`src/rtl/csa_accumulator_if.sv`:
```
// Handshake bundle for csa_accumulator: beat input stream and result output stream.
// master = producer/consumer side (testbench or upstream logic), slave = accumulator.
interface csa_accumulator_if #(
  parameter int N = 9,
  parameter int W = 32
);
  logic           in_valid;
  logic           in_ready;
  logic [N*W-1:0] in_x;
  logic           in_last;
  logic           out_valid;
  logic           out_ready;
  logic [W-1:0]   out_y;
  logic [15:0]    out_beats;
  logic           out_ovf;

  modport master (
    output in_valid, in_x, in_last, out_ready,
    input  in_ready, out_valid, out_y, out_beats, out_ovf
  );

  modport slave (
    input  in_valid, in_x, in_last, out_ready,
    output in_ready, out_valid, out_y, out_beats, out_ovf
  );
endinterface

```
`src/rtl/csa_accumulator.sv`:
```
// Multi-beat carry-save accumulator with a single registered carry-propagate stage.
// Optional macro CSA_ACC_OVF_EN widens the internal datapath by GUARD bits and drives out_ovf.
module csa_accumulator #(
  parameter int N     = 9,
  parameter int W     = 32,
  parameter int GUARD = 8
) (
  input logic             clk,
  input logic             rst_n,
  csa_accumulator_if.slave bus
);

`ifdef CSA_ACC_OVF_EN
  localparam int WI = W + GUARD;
`else
  localparam int WI = W;
`endif
  localparam int NOPS = N + 2;

  if (N < 2 || N > 16 || W < 8 || W > 64 || GUARD < 1 || GUARD > 16) begin : g_param_check
    $error("csa_accumulator: parameter out of legal range");
  end

  typedef enum logic [1:0] {
    ACC     = 2'd0,
    RESOLVE = 2'd1,
    OUT     = 2'd2
  } state_t;

  state_t           state_r;
  logic [WI-1:0]    sum_r;
  logic [WI-1:0]    carry_r;
  logic [15:0]      beats_r;
  logic             in_ready_r;
  logic             out_valid_r;
  logic [W-1:0]     out_y_r;
  logic [15:0]      out_beats_r;
  logic [NOPS*WI-1:0] ops_s;
  logic [WI-1:0]    next_sum_s;
  logic [WI-1:0]    next_carry_s;
  logic [WI-1:0]    total_s;

  // Wallace-style reduction: each level compresses every full triple 3:2, passing leftovers through,
  // until two rows remain. Carries wrap at WI bits, which keeps the pair congruent mod 2^WI.
  function automatic logic [2*WI-1:0] csa_reduce(input logic [NOPS*WI-1:0] ops);
    logic [WI-1:0] v [NOPS];
    logic [WI-1:0] t [NOPS];
    int cnt;
    int nxt;
    for (int i = 0; i < NOPS; i++) v[i] = ops[i*WI +: WI];
    cnt = NOPS;
    for (int lvl = 0; lvl < NOPS; lvl++) begin
      if (cnt > 2) begin
        for (int i = 0; i < NOPS; i++) t[i] = '0;
        nxt = 0;
        for (int i = 0; i < NOPS; i += 3) begin
          if (i + 2 < cnt) begin
            t[nxt]     = v[i] ^ v[i+1] ^ v[i+2];
            t[nxt + 1] = ((v[i] & v[i+1]) | (v[i] & v[i+2]) | (v[i+1] & v[i+2])) << 1;
            nxt        = nxt + 2;
          end else if (i + 1 < cnt) begin
            t[nxt]     = v[i];
            t[nxt + 1] = v[i+1];
            nxt        = nxt + 2;
          end else if (i < cnt) begin
            t[nxt]     = v[i];
            nxt        = nxt + 1;
          end else begin
            nxt        = nxt;
          end
        end
        v   = t;
        cnt = nxt;
      end else begin
        cnt = cnt;
      end
    end
    return {v[1], v[0]};
  endfunction

  // Gather the running pair and zero-extended operands, reduce to the next carry-save pair.
  always_comb begin
    ops_s = '0;
    ops_s[0 +: WI]  = sum_r;
    ops_s[WI +: WI] = carry_r;
    for (int i = 0; i < N; i++) begin
      ops_s[(i+2)*WI +: WI] = WI'(bus.in_x[i*W +: W]);
    end
    {next_carry_s, next_sum_s} = csa_reduce(ops_s);
    total_s = sum_r + carry_r;
  end

`ifdef CSA_ACC_OVF_EN
  logic out_ovf_r;
`endif

  // Packet FSM: accumulate in ACC, resolve the carry-save pair once, hold the result until taken.
  always_ff @(posedge clk or negedge rst_n) begin
    if (!rst_n) begin
      state_r     <= ACC;
      sum_r       <= '0;
      carry_r     <= '0;
      beats_r     <= 16'd0;
      in_ready_r  <= 1'b0;
      out_valid_r <= 1'b0;
      out_y_r     <= '0;
      out_beats_r <= 16'd0;
`ifdef CSA_ACC_OVF_EN
      out_ovf_r   <= 1'b0;
`endif
    end else begin
      case (state_r)
        ACC: begin
          out_valid_r <= 1'b0;
          if (bus.in_valid && in_ready_r) begin
            sum_r   <= next_sum_s;
            carry_r <= next_carry_s;
            beats_r <= (beats_r == 16'hFFFF) ? beats_r : beats_r + 16'd1;
            if (bus.in_last) begin
              state_r    <= RESOLVE;
              in_ready_r <= 1'b0;
            end else begin
              in_ready_r <= 1'b1;
            end
          end else begin
            in_ready_r <= 1'b1;
          end
        end
        RESOLVE: begin
          out_y_r     <= total_s[W-1:0];
          out_beats_r <= beats_r;
`ifdef CSA_ACC_OVF_EN
          out_ovf_r   <= |total_s[WI-1:W];
`endif
          out_valid_r <= 1'b1;
          in_ready_r  <= 1'b0;
          state_r     <= OUT;
        end
        OUT: begin
          if (bus.out_ready) begin
            out_valid_r <= 1'b0;
            in_ready_r  <= 1'b1;
            sum_r       <= '0;
            carry_r     <= '0;
            beats_r     <= 16'd0;
            state_r     <= ACC;
          end else begin
            out_valid_r <= 1'b1;
            in_ready_r  <= 1'b0;
          end
        end
        default: begin
          state_r     <= ACC;
          in_ready_r  <= 1'b0;
          out_valid_r <= 1'b0;
        end
      endcase
    end
  end

  assign bus.in_ready  = in_ready_r;
  assign bus.out_valid = out_valid_r;
  assign bus.out_y     = out_y_r;
  assign bus.out_beats = out_beats_r;
`ifdef CSA_ACC_OVF_EN
  assign bus.out_ovf   = out_ovf_r;
`else
  assign bus.out_ovf   = 1'b0;
`endif

endmodule

```
`src/flat_wrapper.sv`:
```
// flat-port wrapper written by rule: the top's interface ports become plain ports
module csa_accumulator_flat 
#(
  parameter int N     = 9,
  parameter int W     = 32,
  parameter int GUARD = 8
)
  (clk, rst_n, bus_in_valid, bus_in_x, bus_in_last, bus_out_ready, bus_in_ready, bus_out_valid, bus_out_y, bus_out_beats, bus_out_ovf);
  csa_accumulator_if #(.N(N), .W(W)) bus_i ();
  input logic clk;
  input logic rst_n;
  input wire logic [$bits(bus_i.in_valid)-1:0] bus_in_valid;
  input wire logic [$bits(bus_i.in_x)-1:0] bus_in_x;
  input wire logic [$bits(bus_i.in_last)-1:0] bus_in_last;
  input wire logic [$bits(bus_i.out_ready)-1:0] bus_out_ready;
  output wire logic [$bits(bus_i.in_ready)-1:0] bus_in_ready;
  output wire logic [$bits(bus_i.out_valid)-1:0] bus_out_valid;
  output wire logic [$bits(bus_i.out_y)-1:0] bus_out_y;
  output wire logic [$bits(bus_i.out_beats)-1:0] bus_out_beats;
  output wire logic [$bits(bus_i.out_ovf)-1:0] bus_out_ovf;
  assign bus_i.in_valid = bus_in_valid;
  assign bus_i.in_x = bus_in_x;
  assign bus_i.in_last = bus_in_last;
  assign bus_i.out_ready = bus_out_ready;
  assign bus_in_ready = bus_i.in_ready;
  assign bus_out_valid = bus_i.out_valid;
  assign bus_out_y = bus_i.out_y;
  assign bus_out_beats = bus_i.out_beats;
  assign bus_out_ovf = bus_i.out_ovf;
  csa_accumulator #(.N(N), .W(W), .GUARD(GUARD)) u_core (.clk(clk), .rst_n(rst_n), .bus(bus_i));
endmodule
```
`config.mk`:
```
export PLATFORM = sky130hd
export DESIGN_NAME = csa_accumulator_flat
export DESIGN_NICKNAME = d
export VERILOG_FILES = /design/src/rtl/csa_accumulator_if.sv /design/src/rtl/csa_accumulator.sv /design/src/flat_wrapper.sv
export SDC_FILE = /design/constraint.sdc
export NUM_CORES = 1
export LEC_CHECK = 0
export ABC_AREA = 1
export CORE_MARGIN = 4
export CORE_UTILIZATION = 45
export DETAILED_ROUTE_END_ITERATION = 7
export PLACE_DENSITY = 0.76
export SLEW_MARGIN = 10
export SYNTH_ARGS = -nofsm -noshare
export SYNTH_HDL_FRONTEND = slang
export SYNTH_SLANG_ARGS = --single-unit
```
`constraint.sdc`:
```
create_clock -name clk -period 3.11 [get_ports clk]
set_input_delay 0.933 -clock clk [delete_from_list [all_inputs] [get_ports clk]]
set_output_delay 0.933 -clock clk [all_outputs]
set_load 0.02 [all_outputs]
```
==> impl_metrics.tcl, run 1 <==
set metrics [dict create \
    whs_ns 0.446 \
    dr.pass1.iters 5 \
    ctsHtreeMaxLevel 4 \
    fin_crit_sh_pct 113 \
    grt_antenna_before_repair 0 \
    overflow 0 \
    grt_usage_pct 21.7 \
    synth_edf_count 0 \
    path_cells "buf_6 -> fa_1 -> inv_2 -> fa_1 -> fa_1 -> inv_1 -> fa_1 -> inv_2 -> fa_2 -> o22ai_1" \
    mostFrequentLayoutCell "inv_1" \
    ys_async_sr_fraction_pct 100 \
    pin_count 344 \
    grt_pass1_vias 13100 \
    pwr-share-clk_pct 7.7 \
    wl_per_cell_um 14.6 \
    finalHoldViolations 0 \
    worst_slack_ns -0.404 \
    violations "negative setup slack" \
    finClkSkew_ns 0.00793 \
    drcViolationCount 0 \
    final_net_count 2701 \
    post_cts_buffers 0 \
    max_slew.worst_pin.slew_ns 0.566 \
    crit_family "adder cells" \
    root_buffer "clkbuf_16" \
    design_area_sq_um 19400 \
    path_common_cell "fa_1" \
    ys_types 35 \
    die_w_um 188 \
    clkTransAtPathRegs_ns 0.06 \
    coreArea_sq_um 31800 \
    netlist_instances 1678 \
    dr_total_vias 11700 \
    viasPerCell 4.61 \
    power_density_nw_per_um2 1330 \
    cellLeakagePower_nw 10.1 \
    die_h_um 188 \
    peakVddDrop_mv 0.780 \
    max_cap_viol_count 0 \
    crit_slowest_cell "fa_1" \
    clock_latency_ns 0.43 \
    grt_pass1_wl_um 62900 \
    setup_violations 61 \
    hold_path.class "input pin to async pin" \
    max_slew_margin_pct 62.0 \
    n_antenna_cell 0 \
    cts_max_path_buffers 2 \
    ys_seq_area_share_pct 22.3 \
    place_congestion 0.854 \
    cts_tree "built" \
    ys_warn_count 0 \
    dieArea_sq_um 35400 \
    clock_sinks 130 \
    drive_gt1_share_pct 26.1 \
    required_ns 3.40 \
    p_int_mw 13.2 \
    arrival_ns 3.81 \
    avgSynthCellArea_sq_um 8.70 \
    drtAntennaViolNets 0 \
    drv_slew 0 \
    switching_share_pct 49.0 \
    crit_type "input pin to flip-flop" \
    cts-buffers-inserted 17 \
    synthFlopType "dfrtp_1" \
    rows 65 \
    netlist_area_sq_um 14600 \
    rsz0062_at_grt "true" \
    start_util_pct 45.9 \
    seq_power_share_pct 11.4 \
    final_cell_mix "inv_1, nand2_1, fa_1, dfrtp_1, clkdlybuf4s50_1" \
    critPathLaunchType "input pin" \
    placed_area_sq_um 19100 \
    synth-seq-cells 130 \
    synth_nets 2282 \
    status "finished with violations" \
    slowest_delay_ns 0.55 \
    numPortBuffers 342 \
    fmax_mhz 285 \
    p_comb_share_pct 80.9 \
    grt_max_degree 58 \
    p_sw_mw 12.6 \
    end_kind "flip-flop" \
    critPathBufInv 4 \
    crit_fanout 1 \
    period_minus_slack_ns 3.51 \
    area_growth_pct 33.1 \
    dr.first_iter.drc_count 505 \
    dpl.hpwl_um 32000 \
    wl_um 37200 \
]
registers in the layout, summed over array words and instances (netlist names):
name / count
u_core.beats_r: 16
u_core.bus.in_ready: 1
u_core.bus.out_beats: 16
u_core.bus.out_valid: 1
u_core.bus.out_y: 32
u_core.carry_r: 30
u_core.state_r: 2
u_core.sum_r: 32
worst register-to-register path, delay by kind of cell (launching register included):
family | cells | cell delay [ns]
buf+inv | 3 | 0.15
flops | 1 | 0.42
fa+ha+maj | 4 | 1.97
simple gates | 9 | 0.70
worst paths after layout:
path	slack [ns]	start	end	depth (start not counted)
min	0.45	rst_n	u_core.bus.out_beats[5]	1
max	-0.40	bus_in_x[40]	u_core.sum_r[8]	10
min reg2reg	0.47	u_core.bus.out_y[1]	u_core.bus.out_y[1]	2
max reg2reg	-0.21	u_core.sum_r[30]	u_core.sum_r[31]	16
min in group clk	0.47	u_core.bus.out_y[1]	u_core.bus.out_y[1]	2
max in group asynchronous	1.91	rst_n	u_core.bus.out_y[18]	2
Yosys cell counts, types with 13 or more instances:
| cell | instances | share of area (%) |
|---|---|---|
| ha_1 | 40 | 3.4 |
| o21ai_0 | 49 | 1.7 |
| clkbuf_1 | 13 | 0.33 |
| dfrtp_1 | 130 | 22 |
| nand3_1 | 72 | 2.5 |
| nor2_1 | 46 | 1.2 |
| nand2_1 | 346 | 8.9 |
| inv_1 | 529 | 14 |
| o22ai_2 | 21 | 1.8 |
| a21oi_1 | 25 | 0.86 |
| o22ai_1 | 33 | 1.4 |
| fa_1 | 271 | 37 |
| nand4_1 | 19 | 0.81 |
| xnor2_1 | 14 | 0.84 |
cell type report:
cell class | count | area [sq um]
Timing Repair Buffer | 427 | 3490
Tap cell | 435 | 544
Fill cell | 2751 | 12400
Clock buffer | 18 | 439
Clock inverter | 14 | 143
Sequential cell | 130 | 3250
Multi-Input combinational cell | 989 | 9570
Inverter | 532 | 2000
cells by family after synthesis:
logic type | Yosys count | share of synthesized area (%)
buf+inv | 559 | 14.7
simple gates | 514 | 14.7
fa+ha+maj | 311 | 40.6
other cells | 1 | 0.0257
xor+xnor | 24 | 1.44
flops | 130 | 22.3
compound gates | 139 | 6.30
power by group through the flow:
| stage | combinational, mW | sequential [mW] | clock [mW] |
|---|---|---|---|
| after global routing | 23.9 | 3.04 | 2.12 |
| after global placement | 18.1 | 2.95 | 0 |
| after detailed placement | 18.8 | 2.97 | 0 |
| final | 20.9 | 2.94 | 1.99 |
| after floorplan | 12.8 | 3.21 | 0 |
| after CTS | 19.9 | 2.95 | 2.03 |
through the flow:
stage / setup slack [ns] / utilization, % / cells / power [mW] / setup TNS (ns)
finish: -0.404 / 61.1 / 2545 / 25.8 / -15.55
global route: -0.482 / 61.1 / 2545 / 29.1 / -19.64
CTS: -0.465 / 60.6 / 2545 / 24.9 / -18.27
detailed placement: -1.20 / 60.2 / 2513 / 21.8 / -66.09
global placement: -1.17 / 60.2 / 2513 / 21.0 / -64.28
floorplan: -0.614 / - / 1678 / 16.0 / -31.96
timing repair:
action | 4_1_cts | 5_1_grt
resized for setup | 885 | 130
pin swaps | 287 | 164
hold buffers | 0 | 0
setup endpoints to repair | 61 | 61
routing by layer:
metal	global-route usage, %	wire length (um)
met2	40.1	19500
met4	4.91	606
met3	4.11	2020
met5	0	0
met1	26.4	15100
No activity file was read; power rests on OpenSTA's default activity.
==> inputs of run 2 (changes only) <==
--- a/config.mk
+++ b/config.mk
@@ -7,9 +7,9 @@
 export LEC_CHECK = 0
 export ABC_AREA = 1
 export CORE_MARGIN = 4
-export CORE_UTILIZATION = 45
+export CORE_UTILIZATION = 47
 export DETAILED_ROUTE_END_ITERATION = 7
-export PLACE_DENSITY = 0.76
+export PLACE_DENSITY = 0.79
 export SLEW_MARGIN = 10
 export SYNTH_ARGS = -nofsm -noshare
 export SYNTH_HDL_FRONTEND = slang
==> run 2 against run 1 <==
- the flow still finishes with violations (negative setup slack)
- first-iteration DRC count shrank 13%
- hold slack worse by 0.042 ns
- sequential power is essentially flat
- cell count decreased by 1.5%
- largest power group unchanged
==> impl_metrics.tcl, run 2 (synthesis results as in run 1) <==
set metrics [dict create \
    p_int_mw 12.9 \
    crit_fanout 1 \
    rsz0062_at_grt "true" \
    p_comb_share_pct 80.5 \
    grt_pass1_vias 13200 \
    slowest_delay_ns 0.57 \
    die_h_um 184 \
    cellLeakagePower_nw 10.1 \
    clkTransAtPathRegs_ns 0.07 \
    mostFrequentLayoutCell "inv_1" \
    cts_hold_buf 0 \
    grt_pass1_wl_um 63100 \
    drcViolationCount 0 \
    wl_um 38300 \
    clock_sinks 130 \
    path_common_cell "fa_1" \
    finalHoldViolations 0 \
    grt_antenna_before_repair 0 \
    die_w_um 184 \
    grt_max_degree 46 \
    cts_tree "built" \
    drtAntennaViolNets 0 \
    dpl.cell_count 2475 \
    max_slew_margin_pct 51.8 \
    ctsHtreeMaxLevel 4 \
    multi_input_area_sq_um 9510 \
    worst_slack_ns -0.436 \
    post_cts_buffers 0 \
    overflow 0 \
    setup_violations 61 \
    critPathLaunchType "input pin" \
    drive_gt1_share_pct 26.0 \
    path_cells "buf_8 -> fa_1 -> inv_2 -> fa_1 -> fa_1 -> inv_2 -> fa_1 -> inv_1 -> fa_2 -> o22ai_1" \
    rows 64 \
    peakVddDrop_mv 0.633 \
    regArea_sq_um 3250 \
    finClkSkew_ns 0.0137 \
    dr_total_vias 11900 \
    fin_tns_setup_ns -16.49 \
    start_util_pct 47.8 \
    status "finished with violations" \
    required_ns 3.40 \
    end_kind "flip-flop" \
    hold_path.class "input pin to async pin" \
    dieArea_sq_um 34000 \
    clock_latency_ns 0.43 \
    final_cell_mix "inv_1, nand2_1, fa_1, dfrtp_1, clkdlybuf4s50_1" \
    stdcell_count 2507 \
    crit_type "input pin to flip-flop" \
    p_sw_mw 12.7 \
    violations "negative setup slack" \
    design_area_sq_um 19300 \
    dr.first_iter.drc_count 441 \
    fmax_mhz 282 \
    fill_cells 2609 \
    coreArea_sq_um 30600 \
    pin_count 344 \
    cts_max_path_buffers 2 \
    whs_ns 0.403 \
    max_cap_viol_count 0 \
    switching_share_pct 49.6 \
    placed_area_sq_um 19100 \
    period_minus_slack_ns 3.55 \
    dr.pass1.iters 5 \
    n_antenna_cell 0 \
    dpl.hpwl_um 32800 \
    drv_slew 0 \
    place_congestion 0.858 \
    final_net_count 2702 \
    power_density_nw_per_um2 1320 \
    grt_usage_pct 23.2 \
    wl_per_cell_um 15.3 \
    viasPerCell 4.74 \
    max_slew.worst_pin.slew_ns 0.718 \
    crit_slowest_cell "fa_1" \
    pwr-share-clk_pct 8.0 \
    fin_crit_sh_pct 114 \
    area_growth_pct 32.2 \
    root_buffer "clkbuf_16" \
    cts-buffers-inserted 17 \
    arrival_ns 3.84 \
    numPortBuffers 342 \
    seq_power_share_pct 11.5 \
]
[run 2: cell types whose count changed in the layout (fill, tap and decap cells not counted), moves of 4 or more]
cell	previous run	this run
clkdlybuf4s15_1	8	3
o22ai_1	14	25
dlygate4sd2_1	9	5
buf_2	116	123
o22ai_2	40	29
[run 2: worst paths after layout]
kind                                     startpoint                 endpoint  slack [ns]  cells after the start
min in group clk                u_core.bus.out_y[2]      u_core.bus.out_y[2]        0.48                      2
worst min-delay path                          rst_n  u_core.bus.out_beats[4]        0.40                      1
worst max register to register   u_core.carry_r[24]         u_core.sum_r[24]       -0.27                      9
max in group asynchronous                     rst_n         u_core.sum_r[31]        1.99                      2
worst min register to register  u_core.bus.out_y[2]      u_core.bus.out_y[2]        0.48                      2
worst max-delay path                  bus_in_x[181]         u_core.sum_r[21]       -0.44                     10
[run 2: area by class of cell]
cell class | count | area share (%)
flip-flops and latches | 130 | 16.9
repair buffers | 428 | 17.9
clock inverters | 15 | 0.888
well taps | 396 | 2.57
clock buffers | 17 | 2.20
multi-input cells | 989 | 49.2
inverters | 532 | 10.4
[run 2: power groups by stage]
stage                     Combinational [mW]  Sequential (mW)  Clock, mW
after floorplan                         12.8             3.21          0
after global placement                  18.0             2.94          0
after detailed placement                18.8             2.96          0
after CTS                               20.1             2.93       2.08
after global routing                    23.5             3.02       2.17
final                                   20.5             2.93       2.05
[run 2: what timing repair did]
| item | in CTS | in global routing |
|---|---|---|
| pin swaps | 306 | 170 |
| endpoints found under the setup margin | 61 | 61 |
| resized for setup | 912 | 106 |
[run 2: routing by layer]
metal / vias up / part of all wire [%] / GRT usage [%]
li1: 5729 / - / -
met1: 5776 / 40 / 28.2
met2: 329 / 53 / 43.1
met3: 58 / 5.1 / 3.63
met4: 0 / 1.9 / 5.92
met5: - / 0 / 0
[run 2: stage by stage]
stage	worst slack, ns	total power [mW]	utilization (%)
2_1_floorplan	-0.614	16.0	-
3_3_place_gp	-1.17	20.9	62.4
3_5_place_dp	-1.28	21.7	62.4
4_1_cts	-0.453	25.1	62.8
5_1_grt	-0.511	28.7	63.1
6_report	-0.436	25.5	63.1
[run 2: worst max-delay path: cells and delay by family]
kind / cells / cell delay [ns]
compound gates: 1 / 0.07
buf+inv: 4 / 0.24
fa+ha+maj: 5 / 2.58
==> inputs of run 3 (changes only) <==
--- a/config.mk
+++ b/config.mk
@@ -7,9 +7,9 @@
 export LEC_CHECK = 0
 export ABC_AREA = 1
 export CORE_MARGIN = 4
-export CORE_UTILIZATION = 47
+export CORE_UTILIZATION = 43
 export DETAILED_ROUTE_END_ITERATION = 7
-export PLACE_DENSITY = 0.79
+export PLACE_DENSITY = 0.73
 export SLEW_MARGIN = 10
 export SYNTH_ARGS = -nofsm -noshare
 export SYNTH_HDL_FRONTEND = slang
==> run 3 against run 2 <==
- the run still ends with negative setup slack left
- hold slack gained 0.060 ns
- non-clock buffer count grew 1
- critical endpoint is now u_core.sum_r[4]
- combinational power shrank 2%
- register-to-register slack lost 0.03 ns
- fmax shrank 0.86%
==> impl_metrics.tcl, run 3 (synthesis results as in run 1) <==
set metrics [dict create \
    status "finished with violations" \
    violations "negative setup slack" \
    grt_antenna_before_repair 0 \
    final_cell_mix "inv_1, nand2_1, fa_1, dfrtp_1, clkdlybuf4s50_1" \
    finClkSkew_ns 0.0130 \
    path_common_cell "fa_1" \
    regToRegSetupSlack_ns -0.30 \
    grt_pass1_vias 13100 \
    die_w_um 192 \
    mostFrequentLayoutCell "inv_1" \
    multi_input_area_sq_um 9470 \
    max_cap_viol_count 0 \
    rsz0062_at_grt "true" \
    die_h_um 192 \
    cellLeakagePower_nw 10.1 \
    ctsHtreeMaxLevel 4 \
    grt_pass1_wl_um 62500 \
    pwr-share-clk_pct 8.0 \
    pin_count 344 \
    slowest_delay_ns 0.57 \
    setup_violations 61 \
    clock_latency_ns 0.43 \
    place_congestion 0.844 \
    dr.first_iter.drc_count 419 \
    fin_crit_sh_pct 115 \
    fill_cells 3091 \
    crit_slowest_cell "fa_1" \
    grt_max_degree 59 \
    cts_tree "built" \
    overflow 0 \
    cts_hold_buf 0 \
    critPathBufInv 4 \
    wl_um 38000 \
    design_area_sq_um 19400 \
    drcViolationCount 0 \
    required_ns 3.39 \
    wl_per_cell_um 14.8 \
    crit_fanout 1 \
    path_cells "buf_6 -> fa_1 -> inv_1 -> fa_1 -> fa_1 -> inv_2 -> fa_1 -> inv_2 -> fa_2 -> o22ai_2" \
    numPortBuffers 342 \
    pre_cts_slack_ns -1.24 \
    drive_gt1_share_pct 25.7 \
    p_int_mw 12.6 \
    switching_share_pct 49.6 \
    critPathLaunchType "input pin" \
    crit_type "input pin to flip-flop" \
    crit_family "adder cells" \
    end_kind "flip-flop" \
    viasPerCell 4.58 \
    drtAntennaViolNets 0 \
    arrival_ns 3.86 \
    fin_tns_setup_ns -16.75 \
    regArea_sq_um 3250 \
    power_density_nw_per_um2 1290 \
    dr_total_vias 11700 \
    p_sw_mw 12.4 \
    reg2reg_from "u_core.sum_r[4]" \
    max_slew.worst_pin.slew_ns 0.768 \
    worstRegToRegCells 9 \
    start_util_pct 43.6 \
    drv_slew 0 \
    clock_sinks 130 \
    grt_usage_pct 21.2 \
    final_net_count 2703 \
    rows 67 \
    coreArea_sq_um 33500 \
    max_slew_margin_pct 48.8 \
    peakVddDrop_mv 0.653 \
    placed_area_sq_um 19200 \
    n_antenna_cell 0 \
    dieArea_sq_um 37000 \
    finalHoldViolations 0 \
    worst_slack_ns -0.467 \
    clkTransAtPathRegs_ns 0.07 \
    p_comb_share_pct 80.3 \
    timing.rr.end "u_core.sum_r[4]" \
    utilization_pct 57.7 \
    hold_path.class "input pin to async pin" \
    seq_power_share_pct 11.7 \
    whs_ns 0.463 \
    root_buffer "clkbuf_16" \
    area_growth_pct 32.5 \
    period_minus_slack_ns 3.58 \
    cts-buffers-inserted 17 \
    fmax_mhz 280 \
    dr.pass1.iters 5 \
    cts_max_path_buffers 2 \
    dpl.hpwl_um 33000 \
]
==> run 3: cell types whose count changed in the layout (fill, tap and decap cells not counted), sizes merged <==
cell / previous run / this run
buf: 268 / 265
clkbuf: 40 / 42
clkdlybuf4s15: 5 / 7
inv: 537 / 539
bufinv: 1 / 0
clkinv: 7 / 6
==> run 3: what timing repair did <==
action / in CTS / in global routing
cloned: 0 / 0
pin swaps: 300 / 179
resized for setup: 888 / 127
setup endpoints to repair: 61 / 61
setup buffers: 0 / 0
==> run 3: power by group through the flow <==
stage	Combinational, mW	Clock [mW]	Sequential [mW]
2_1_floorplan	12.8	0	3.21
3_3_place_gp	18.1	0	2.94
3_5_place_dp	19.0	0	2.96
4_1_cts	20.2	2.04	2.94
5_1_grt	23.2	2.11	3.03
6_report	20.0	2.00	2.93
==> run 3: area by class of cell <==
| type | count | share of cell area [%] |
|---|---|---|
| clock inverters | 15 | 0.834 |
| flip-flops and latches | 130 | 16.8 |
| repair buffers | 429 | 18.0 |
| inverters | 532 | 10.3 |
| clock buffers | 17 | 2.20 |
| multi-input cells | 989 | 48.9 |
| well taps | 448 | 2.90 |
==> run 3: metrics by stage <==
| stage | power, mW | std cells |
|---|---|---|
| finish | 25.0 | 2560 |
| global route | 28.3 | 2560 |
| CTS | 25.2 | 2560 |
| detailed placement | 21.9 | 2528 |
| global placement | 21.1 | 2528 |
| floorplan | 16.0 | 1678 |
==> run 3: worst max-delay path by stage <==
| stage | from | end | slack, ns | cells after the start |
|---|---|---|---|---|
| 2_1_floorplan | bus_in_x[130] | u_core.sum_r[2] | -0.61 | 8 |
| 3_3_place_gp | bus_in_x[30] | u_core.sum_r[31] | -1.17 | 15 |
| 3_5_place_dp | bus_in_x[138] | u_core.sum_r[10] | -1.24 | 10 |
| 4_1_cts | bus_in_x[106] | u_core.sum_r[10] | -0.47 | 10 |
| 5_1_grt | bus_in_x[68] | u_core.sum_r[4] | -0.53 | 10 |
| 6_report | bus_in_x[68] | u_core.sum_r[4] | -0.47 | 10 |
==> run 3: worst reg2reg max path, stage by stage, from the launching register on <==
cell and delay [ns]:
dfrtp_1 0.36, inv_1 0.09, fa_1 0.51, fa_1 0.52, fa_1 0.57, inv_2 0.04, fa_1 0.52, inv_2 0.05
fa_2 0.54, o22ai_2 0.06
==> run 3: routing by layer <==
| metal | vias up | routed length (um) | track usage, % |
|---|---|---|---|
| met4 | 0 | 559 | 4.55 |
| li1 | 5717 | - | - |
| met2 | 288 | 19800 | 39.6 |
| met5 | - | 0 | 0 |
| met1 | 5678 | 15400 | 25.7 |
| met3 | 39 | 2250 | 3.69 |
